### config.mk
export PLATFORM = sky130hd
export DESIGN_NAME = trng_conditioner
export DESIGN_NICKNAME = d
export VERILOG_FILES = /design/src/rtl/trng_pkg.sv /design/src/rtl/trng_vn_debias.sv /design/src/rtl/trng_conditioner.sv
export SDC_FILE = /design/constraint.sdc
export NUM_CORES = 1
export LEC_CHECK = 0
export BUFFER_PORTS_ARGS = -buffer_cell sky130_fd_sc_hd__buf_2
export CAP_MARGIN = 20
export CORE_MARGIN = 2
export CORE_UTILIZATION = 30
export CTS_CLUSTER_DIAMETER = 30
export DETAILED_ROUTE_END_ITERATION = 12
export PLACE_DENSITY = 0.49
export SYNTH_ARGS = -nofsm -noshare
export SYNTH_HDL_FRONTEND = slang
export SYNTH_SLANG_ARGS = --single-unit
export TNS_END_PERCENT = 20
### constraint.sdc
create_clock -name clock -period 2.2 [get_ports clock]
set_clock_uncertainty 0.2 [all_clocks]
set_input_delay 0.44 -clock clock [delete_from_list [all_inputs] [get_ports clock]]
set_output_delay 0.44 -clock clock [all_outputs]
set_load 0.01 [all_outputs]
### src/rtl/trng_pkg.sv
// Shared types and constants for the TRNG conditioner: FSM states, alarm_cause
// bit positions and the adaptive-proportion window length.
package trng_pkg;

    typedef enum logic [1:0] {
        IDLE    = 2'd0,
        WARMUP  = 2'd1,
        COLLECT = 2'd2,
        ALARM   = 2'd3
    } state_t;

    localparam int CAUSE_RCT  = 0;
    localparam int CAUSE_APT  = 1;
    localparam int APT_WINDOW = 512;

endpackage

### src/rtl/trng_vn_debias.sv
// Von Neumann debiaser: pairs strobed samples in order, 01 -> 0, 10 -> 1,
// equal pairs are dropped. clear restarts pairing at the first sample.
module trng_vn_debias (
    input  logic clock,
    input  logic reset_n,
    input  logic sample,
    input  logic sample_strobe,
    input  logic clear,
    output logic bit_out,
    output logic bit_valid
);

    logic first_reg;
    logic half_reg;

    always_ff @(posedge clock) begin
        if (!reset_n || clear) begin
            first_reg <= 1'b0;
            half_reg  <= 1'b0;
        end else if (sample_strobe) begin
            if (!half_reg) begin
                first_reg <= sample;
            end
            half_reg <= !half_reg;
        end
    end

    // The emitted bit is the first sample of an unequal pair.
    assign bit_valid = sample_strobe && half_reg && (first_reg != sample);
    assign bit_out   = first_reg;

endmodule

### src/rtl/trng_conditioner.sv
// TRNG conditioner: oscillator control, raw-bit synchronizer, decimation, RCT health
// test, von Neumann debias and word packing. Define TRNG_APT_EN to add the APT.
module trng_conditioner
    import trng_pkg::*;
#(
    parameter int WIDTH         = 8,
    parameter int SAMPLE_DIV    = 4,
    parameter int WARMUP_CYCLES = 64,
    parameter int RCT_CUTOFF    = 32,
    parameter int APT_CUTOFF    = 410
) (
    input  logic             clock,
    input  logic             reset_n,
    input  logic             enable,
    input  logic             raw_bit,
    output logic             ro_hold,
    output logic [WIDTH-1:0] data,
    output logic             valid,
    input  logic             ready,
    output logic             alarm,
    output logic [1:0]       alarm_cause,
    input  logic             alarm_clear
);

    localparam int WARM_W = $clog2(WARMUP_CYCLES + 1);
    localparam int DEC_W  = $clog2(SAMPLE_DIV + 1);
    localparam int RCT_W  = $clog2(RCT_CUTOFF + 1);
    localparam int CNT_W  = $clog2(WIDTH + 1);
    localparam logic [WARM_W-1:0] WARM_LAST = WARM_W'(WARMUP_CYCLES - 1);
    localparam logic [DEC_W-1:0]  DEC_LAST  = DEC_W'(SAMPLE_DIV - 1);
    localparam logic [RCT_W-1:0]  RCT_LAST  = RCT_W'(RCT_CUTOFF - 1);
    localparam logic [CNT_W-1:0]  CNT_FULL  = CNT_W'(WIDTH);

    state_t            state_reg, state_next;
    logic              sync0_reg, sync1_reg;
    logic [WARM_W-1:0] warm_cnt_reg;
    logic [DEC_W-1:0]  dec_cnt_reg;
    logic              prev_reg, have_prev_reg;
    logic [RCT_W-1:0]  rct_cnt_reg;
    logic [WIDTH-1:0]  shift_reg, data_reg;
    logic [CNT_W-1:0]  bit_cnt_reg;
    logic              valid_reg, alarm_reg;
    logic [1:0]        cause_reg;
    logic              sample, strobe, same, rct_trip, apt_trip, trip;
    logic              collecting, load, bit_out, bit_valid;

    assign sample     = sync1_reg;
    assign strobe     = (state_reg == COLLECT) && (dec_cnt_reg == DEC_LAST);
    assign same       = have_prev_reg && (sample == prev_reg);
    assign rct_trip   = strobe && same && (rct_cnt_reg >= RCT_LAST);
    assign trip       = rct_trip || apt_trip;
    // Anything leaving or outside COLLECT discards the datapath state.
    assign collecting = (state_reg == COLLECT) && (state_next == COLLECT);
    assign load       = (bit_cnt_reg == CNT_FULL) && (!valid_reg || ready);

    assign ro_hold     = (state_reg == IDLE) || (state_reg == ALARM);
    assign data        = data_reg;
    assign valid       = valid_reg;
    assign alarm       = alarm_reg;
    assign alarm_cause = cause_reg;

    always_comb begin
        state_next = state_reg;
        case (state_reg)
            IDLE:    if (enable) state_next = WARMUP;
            WARMUP: begin
                if (!enable)                       state_next = IDLE;
                else if (warm_cnt_reg == WARM_LAST) state_next = COLLECT;
            end
            COLLECT: begin
                if (trip)         state_next = ALARM;
                else if (!enable) state_next = IDLE;
            end
            ALARM:   if (alarm_clear) state_next = enable ? WARMUP : IDLE;
            default: state_next = IDLE;
        endcase
    end

    always_ff @(posedge clock) begin
        if (!reset_n) state_reg <= IDLE;
        else          state_reg <= state_next;
    end

    always_ff @(posedge clock) begin
        if (!reset_n) begin
            sync0_reg     <= 1'b0;
            sync1_reg     <= 1'b0;
            warm_cnt_reg  <= '0;
            dec_cnt_reg   <= '0;
            prev_reg      <= 1'b0;
            have_prev_reg <= 1'b0;
            rct_cnt_reg   <= '0;
            shift_reg     <= '0;
            bit_cnt_reg   <= '0;
            data_reg      <= '0;
            valid_reg     <= 1'b0;
            alarm_reg     <= 1'b0;
            cause_reg     <= 2'b00;
        end else begin
            sync0_reg    <= raw_bit;
            sync1_reg    <= sync0_reg;
            warm_cnt_reg <= (state_reg == WARMUP && state_next == WARMUP) ?
                            warm_cnt_reg + WARM_W'(1) : '0;
            dec_cnt_reg  <= (!collecting || strobe) ? '0 : dec_cnt_reg + DEC_W'(1);

            if (!collecting) begin
                prev_reg      <= 1'b0;
                have_prev_reg <= 1'b0;
                rct_cnt_reg   <= '0;
            end else if (strobe) begin
                prev_reg      <= sample;
                have_prev_reg <= 1'b1;
                rct_cnt_reg   <= same ? rct_cnt_reg + RCT_W'(1) : RCT_W'(1);
            end

            if (!collecting) begin
                shift_reg   <= '0;
                bit_cnt_reg <= '0;
                valid_reg   <= 1'b0;
            end else if (load) begin
                data_reg    <= shift_reg;
                valid_reg   <= 1'b1;
                shift_reg   <= bit_valid ? WIDTH'(bit_out) : '0;
                bit_cnt_reg <= bit_valid ? CNT_W'(1) : '0;
            end else begin
                if (valid_reg && ready) valid_reg <= 1'b0;
                // A full shift register with a stalled output drops new bits.
                if (bit_valid && (bit_cnt_reg != CNT_FULL)) begin
                    shift_reg   <= {shift_reg[WIDTH-2:0], bit_out};
                    bit_cnt_reg <= bit_cnt_reg + CNT_W'(1);
                end
            end

            if (state_reg == ALARM && alarm_clear) begin
                alarm_reg <= 1'b0;
                cause_reg <= 2'b00;
            end else if (trip) begin
                alarm_reg <= 1'b1;
                if (rct_trip) cause_reg[CAUSE_RCT] <= 1'b1;
                if (apt_trip) cause_reg[CAUSE_APT] <= 1'b1;
            end
        end
    end

`ifdef TRNG_APT_EN
    localparam int APT_IW = $clog2(APT_WINDOW);
    localparam int APT_CW = $clog2(APT_WINDOW + 1);
    localparam logic [APT_IW-1:0] APT_LAST = APT_IW'(APT_WINDOW - 1);

    logic [APT_IW-1:0] apt_idx_reg;
    logic [APT_CW-1:0] apt_cnt_reg, apt_cnt_next;
    logic              apt_key_reg;

    // The first sample of each window is the key and counts itself.
    assign apt_cnt_next = (apt_idx_reg == '0) ? APT_CW'(1) :
                          apt_cnt_reg + APT_CW'(sample == apt_key_reg);
    assign apt_trip     = strobe && (apt_idx_reg == APT_LAST) &&
                          (apt_cnt_next > APT_CW'(APT_CUTOFF));

    always_ff @(posedge clock) begin
        if (!reset_n || !collecting) begin
            apt_idx_reg <= '0;
            apt_cnt_reg <= '0;
            apt_key_reg <= 1'b0;
        end else if (strobe) begin
            if (apt_idx_reg == '0) apt_key_reg <= sample;
            apt_cnt_reg <= apt_cnt_next;
            apt_idx_reg <= (apt_idx_reg == APT_LAST) ? '0 : apt_idx_reg + APT_IW'(1);
        end
    end
`else
    // APT_CUTOFF has no consumer without the proportion test.
    logic apt_unused;
    assign apt_trip   = 1'b0;
    assign apt_unused = (APT_CUTOFF != 0);
`endif

    trng_vn_debias u_debias (
        .clock         (clock),
        .reset_n       (reset_n),
        .sample        (sample),
        .sample_strobe (strobe),
        .clear         (state_reg != COLLECT),
        .bit_out       (bit_out),
        .bit_valid     (bit_valid)
    );

endmodule
# Yosys cells after proc, flatten, opt, wreduce, memory -nomap -nowiden
# Index checks and enable logic that the tools add are counted.
# Widths: inputs -> output; s select.
# op_classes
n_addsub	4
order_cmp	1
eq_ne	12
muxes	17
bitwise	2
reduce_logical	29
# ops
op	n
$mux 8	2
$logic_and 1x1->1	12
$mux 2	6
$mux 4	2
$pmux 2 s4	1
$reduce_and 2->1	4
$add 7x1->7 const B	1
$eq 7x6->1 const B	1
$add 6x1->6 const B	1
$eq 2x2->1 const B	3
$ge 6x5->1 const B	1
$mux 6	1
$mux 1	5
$add 4x1->4 const B	1
$eq 2x1->1 const B	2
$eq 4x4->1 const B	1
$logic_not 1->1	4
$logic_or 1x1->1	4
$ne 4x4->1 const B	1
$reduce_bool 2->1	2
$reduce_or 2->1	2
$add 3x1->3 const B	1
$eq 3x2->1 const B	1
$logic_not 2->1	1
4 further kinds	5
# totals
regBits	46
output_inout_bits	13

# Logic depth before layout (Yosys ltp)
# depth
word_depth	11
mapped_depth	10
mapped_depth_nobuf	7

# Modules after synthesis
# A second synthesis with hierarchy kept.
# hier_totals
cells_unflattened	224
hier_area_um2	2144.6
# modules_own_cells
mod	n_inst	cells_per_inst	area_per_inst_um2	seq_area_each_um2
trng_conditioner	1	214	2042.0	880.8
trng_vn_debias	1	10	102.6	40.0

# Least setup slack after synthesis
# No wires, ideal clock.
# synth_path
kind	register -> register
start	register dec_cnt_reg[0]
end	register rct_cnt_reg[0]
setup_ns	0.079
t_arrival_ns	2.110
t_required_ns	1.921
setup_slack_ns	-0.189
stages_incl_launch_ff	11
cell_sequence	dfxtp_1 > ha_1 > ha_1 > buf_4 > and2_1 > buf_2 > and4_4 > a2bb2oi_2 > or3_4 > buf_6 > a211oi_2
# synth_between
elab_chain_cells	9
# synth_rtl
item	line_no	rtl
start, declared	trng_conditioner.sv:37	logic [DEC_W-1:0] dec_cnt_reg;
start signal, assigned	trng_conditioner.sv:104	dec_cnt_reg <= (!collecting || strobe) ? '0 : dec_cnt_reg + DEC_W'(1);
$eq 3x2->1 (*)	trng_conditioner.sv:48	assign strobe = (state_reg == COLLECT) && (dec_cnt_reg == DEC_LAST);
$logic_and 1x1->1 (*)	trng_conditioner.sv:48	
$logic_and 1x1->1 (2 in series)	trng_conditioner.sv:50	assign rct_trip = strobe && same && (rct_cnt_reg >= RCT_LAST);
$mux 2	trng_conditioner.sv:71	if (trip) state_next = ALARM;
$pmux 2 s4	trng_conditioner.sv:64	case (state_reg)
$eq 2x2->1	trng_conditioner.sv:53	assign collecting = (state_reg == COLLECT) && (state_next == COLLECT);
$logic_and 1x1->1	trng_conditioner.sv:53	
$reduce_and 2->1 (no line)	n/a	
end signal, assigned	trng_conditioner.sv:113	rct_cnt_reg <= same ? rct_cnt_reg + RCT_W'(1) : RCT_W'(1);
end, declared	trng_conditioner.sv:39	logic [RCT_W-1:0] rct_cnt_reg;
# Every way passes the cells marked *; elsewhere a longest branch is shown, timed or not.
# A chain may end at the register's enable or synchronous reset.

# Worst setup path after layout
# layout_path
start	register state_reg[0]
end	register shift_reg[1]
# layout_between
elab_chain_cells	9
elab_cells_between_ends	21
# layout_rtl
item	line_no	rtl
start, declared	trng_conditioner.sv:34	state_t state_reg, state_next;
start signal, assigned	trng_conditioner.sv:81	else state_reg <= state_next;
$eq 2x2->1	trng_conditioner.sv:48, trng_conditioner.sv:53, trng_conditioner.sv:64	
$logic_and 1x1->1	trng_conditioner.sv:48	
$logic_and 1x1->1 (2 in series)	trng_conditioner.sv:50	
$mux 2	trng_conditioner.sv:71	
$pmux 2 s4	trng_conditioner.sv:64	
$eq 2x2->1	trng_conditioner.sv:53	
$logic_and 1x1->1	trng_conditioner.sv:53	
$reduce_and 2->1 (no line)	n/a	
end signal, assigned	trng_conditioner.sv:123	shift_reg <= bit_valid ? WIDTH'(bit_out) : '0;
end signal, assigned	trng_conditioner.sv:129	shift_reg <= {shift_reg[WIDTH-2:0], bit_out};
end, declared	trng_conditioner.sv:40	logic [WIDTH-1:0] shift_reg, data_reg;
# Parallel ways exist; a longest one is shown, timed or not.

==> reports/results.ini <==
[power_and_ir_drop]
powerDensity_mw_per_mm2=588
p_leak_nw=1.03
ir_drop_mv=0.288

[flow_run]
maxCapViolations=0

[clock_tree]
clock_latency_ps=300
cts_tree=built
post-cts-setup-buffers=0
cts_buffers=5
cts.sinks=46
ctsLongestPathBuffers=2
path_clk_slew_ps=100
cts-root-buf=clkbuf_8
htreeDepth=2

[final_layout]
drive_gt1_share_pct=28.8
area_delta_synth_final_pct=28.6
seq_area_um2=927
nets=296
layout_common_cells=dfxtp_1 (43), nand2_1 (41), buf_4 (28)
antenna_cells=0
stdcell_count=377
fillers=699
final_common_cell=dfxtp_1
multi_input_area_mm2=0.00122

[floorplan]
die_w_um=87.7
coreArea_mm2=0.00679
die_y_um=87.7
ios=19
num_rows=30
start_util_pct=30.9
die_area_mm2=0.00769

[grt]
grt_max_degree=24
track_usage_pct=12.1
grt_overflow_total=0
grt_pass1_vias=1575
antenna_found_initial=0
grt_pass1_wl_um=7380

[timing]
rsz0062_at_grt=true
fin_setup_tns_ps=-98.9
drv_slew=0
min_period_over_period_pct=102
period_needed_ps=2240
hold_violations=0
fmaxAchievable_mhz=447
setup_viol=4
setup_slack_ps=-36.5

[synth]
synth_edf_count=0
synth-seq-cells=46
syn_nets=252
avgSynthCellArea_um2=8.91
synth_warnings=0
synthCells=236
syn_area_mm2=0.00210
ys.flop_type=dfxtp_1
ys_async_sr_fraction_pct=0
ys_types=44
yosysSeqAreaShare_pct=43.8

[critical_path]
worst-path-buf-inv=1
ff2ff_setup_slack_ps=-40
slowest_delay_ps=600
critPathMaxFanout=5
start_kind=flip-flop
end_kind=flip-flop
path_cells=buf_6 -> mux2_4 -> a221o_1 -> a2bb2oi_4 -> or4b_4 -> a21oi_1
arrival_ps=2280
crit_required_ps=2240
worst_path_max_delay_cell=or4b_4
critPathKind=reg -> reg
critical-path-top-delay-family=compound AO/OA/AOI/OAI gates

[route]
drt_first_pass_iters=4
drt_iter0_drc=80
routed_wl_um=4280
vias_per_cell=4.47
drc=0
wl_per_cell_um=11.3
routed-via-count=1687
ant_nets=0

[place]
port_buffers=17
dp.cells=368
hpwl_um=3080
place_congestion=0.718

[min_path]
hold_path.class=in -> reg

[status]
violations=setup timing
status=finished with violations

[area by class of cell]
type / instances / share of cell area [%]
multi-input combinational: 173 / 45.3
sequential: 46 / 34.3
timing repair buffer: 46 / 11.3
tap: 96 / 4.44
clock buffer: 5 / 2.55
inverter: 8 / 1.11
clock inverter: 3 / 0.972
[routing by layer]
metal  vias to the layer above  track usage (%)  part of all wire (%)
met3                         2             2.83                   2.5
met2                        15             19.6                    46
met1                       784             16.1                    50
met4                         0             3.78                  0.68
li1                        886                -                     -
met5                         -                0                     0
[synth_stat cells, types with 2 or more instances]
cell | n | area (µm²)
a21oi_1 | 16 | 80.1
a32oi_1 | 2 | 17.5
and2_1 | 4 | 25.0
and3_1 | 2 | 12.5
buf_2 | 2 | 10.0
buf_4 | 4 | 30.0
clkbuf_1 | 3 | 11.3
dfxtp_1 | 46 | 921
ha_1 | 10 | 125
inv_1 | 8 | 30.0
mux2i_1 | 10 | 100
nand2_1 | 41 | 154
nand2b_1 | 4 | 25.0
nand3_1 | 12 | 60.1
nand3b_1 | 2 | 15.0
nand4_1 | 2 | 12.5
nor2_1 | 23 | 86.3
nor2b_1 | 4 | 25.0
nor3_1 | 3 | 15.0
o21ai_0 | 5 | 25.0
xnor2_1 | 6 | 52.6
xor2_1 | 5 | 43.8
[where the power goes]
part	internal [mW]	switching, mW	leakage (nW)	total [mW]
combinational	0.0979	0.0941	0.607	0.192
sequential	0.842	0.00693	0.373	0.849
clock	0.236	0.313	0.0495	0.549
total	1.18	0.414	1.03	1.59
[kinds of logic (layout without fill, tap and decap cells)]
group / Yosys count / after routing / share of synthesized area, %
other: 1 / 1 / 0.178
buffers and inverters: 18 / 62 / 4.40
adder cells (fa/ha/maj): 10 / 10 / 5.95
AND/OR/NAND/NOR: 107 / 108 / 25.1
AO/OA/AOI/OAI: 32 / 32 / 10.5
multiplexers: 11 / 11 / 5.48
flip-flops: 46 / 46 / 43.8
XOR/XNOR: 11 / 11 / 4.58
[per-stage QoR]
step                instance area (µm²)  hold WS, ps  power (mW)  setup WS (ps)  util (%)
floorplan                          2180          212       0.970          -30.8         -
global placement                   2530          217        1.04           -139      37.3
detailed placement                 2530          221        1.04           -159      37.3
CTS                                2670          155        1.61          -15.2      39.3
global route                       2700          165        1.67          -97.3      39.8
finish                             2700          157        1.59          -36.5      39.8
[repair_timing]
| action | 4_1_cts | 5_1_grt |
|---|---|---|
| cloned | 1 | 0 |
| gates resized for setup | 7 | 9 |
| pin swaps | 4 | 5 |
| hold buffers | 0 | 0 |
| endpoints found under the setup margin | 33 | 38 |
[final timing paths]
kind,startpoint,to,cells after the start
worst max-delay path,state_reg[0]$_SDFF_PN0_,shift_reg[1]$_SDFFE_PN0P_,6
worst min-delay path,raw_bit,sync0_reg$_SDFF_PN0_,2
worst max register to register,state_reg[0]$_SDFF_PN0_,shift_reg[1]$_SDFFE_PN0P_,6
worst min register to register,dec_cnt_reg[0]$_SDFF_PP0_,dec_cnt_reg[0]$_SDFF_PP0_,1
[worst register-to-register path: stages (launching register included)]
cell,delay (ps)
dfxtp_4,370
buf_6,120
mux2_4,260
a221o_1,330
a2bb2oi_4,200
or4b_4,600
a21oi_1,120
(Power assumes the default switching activity.)
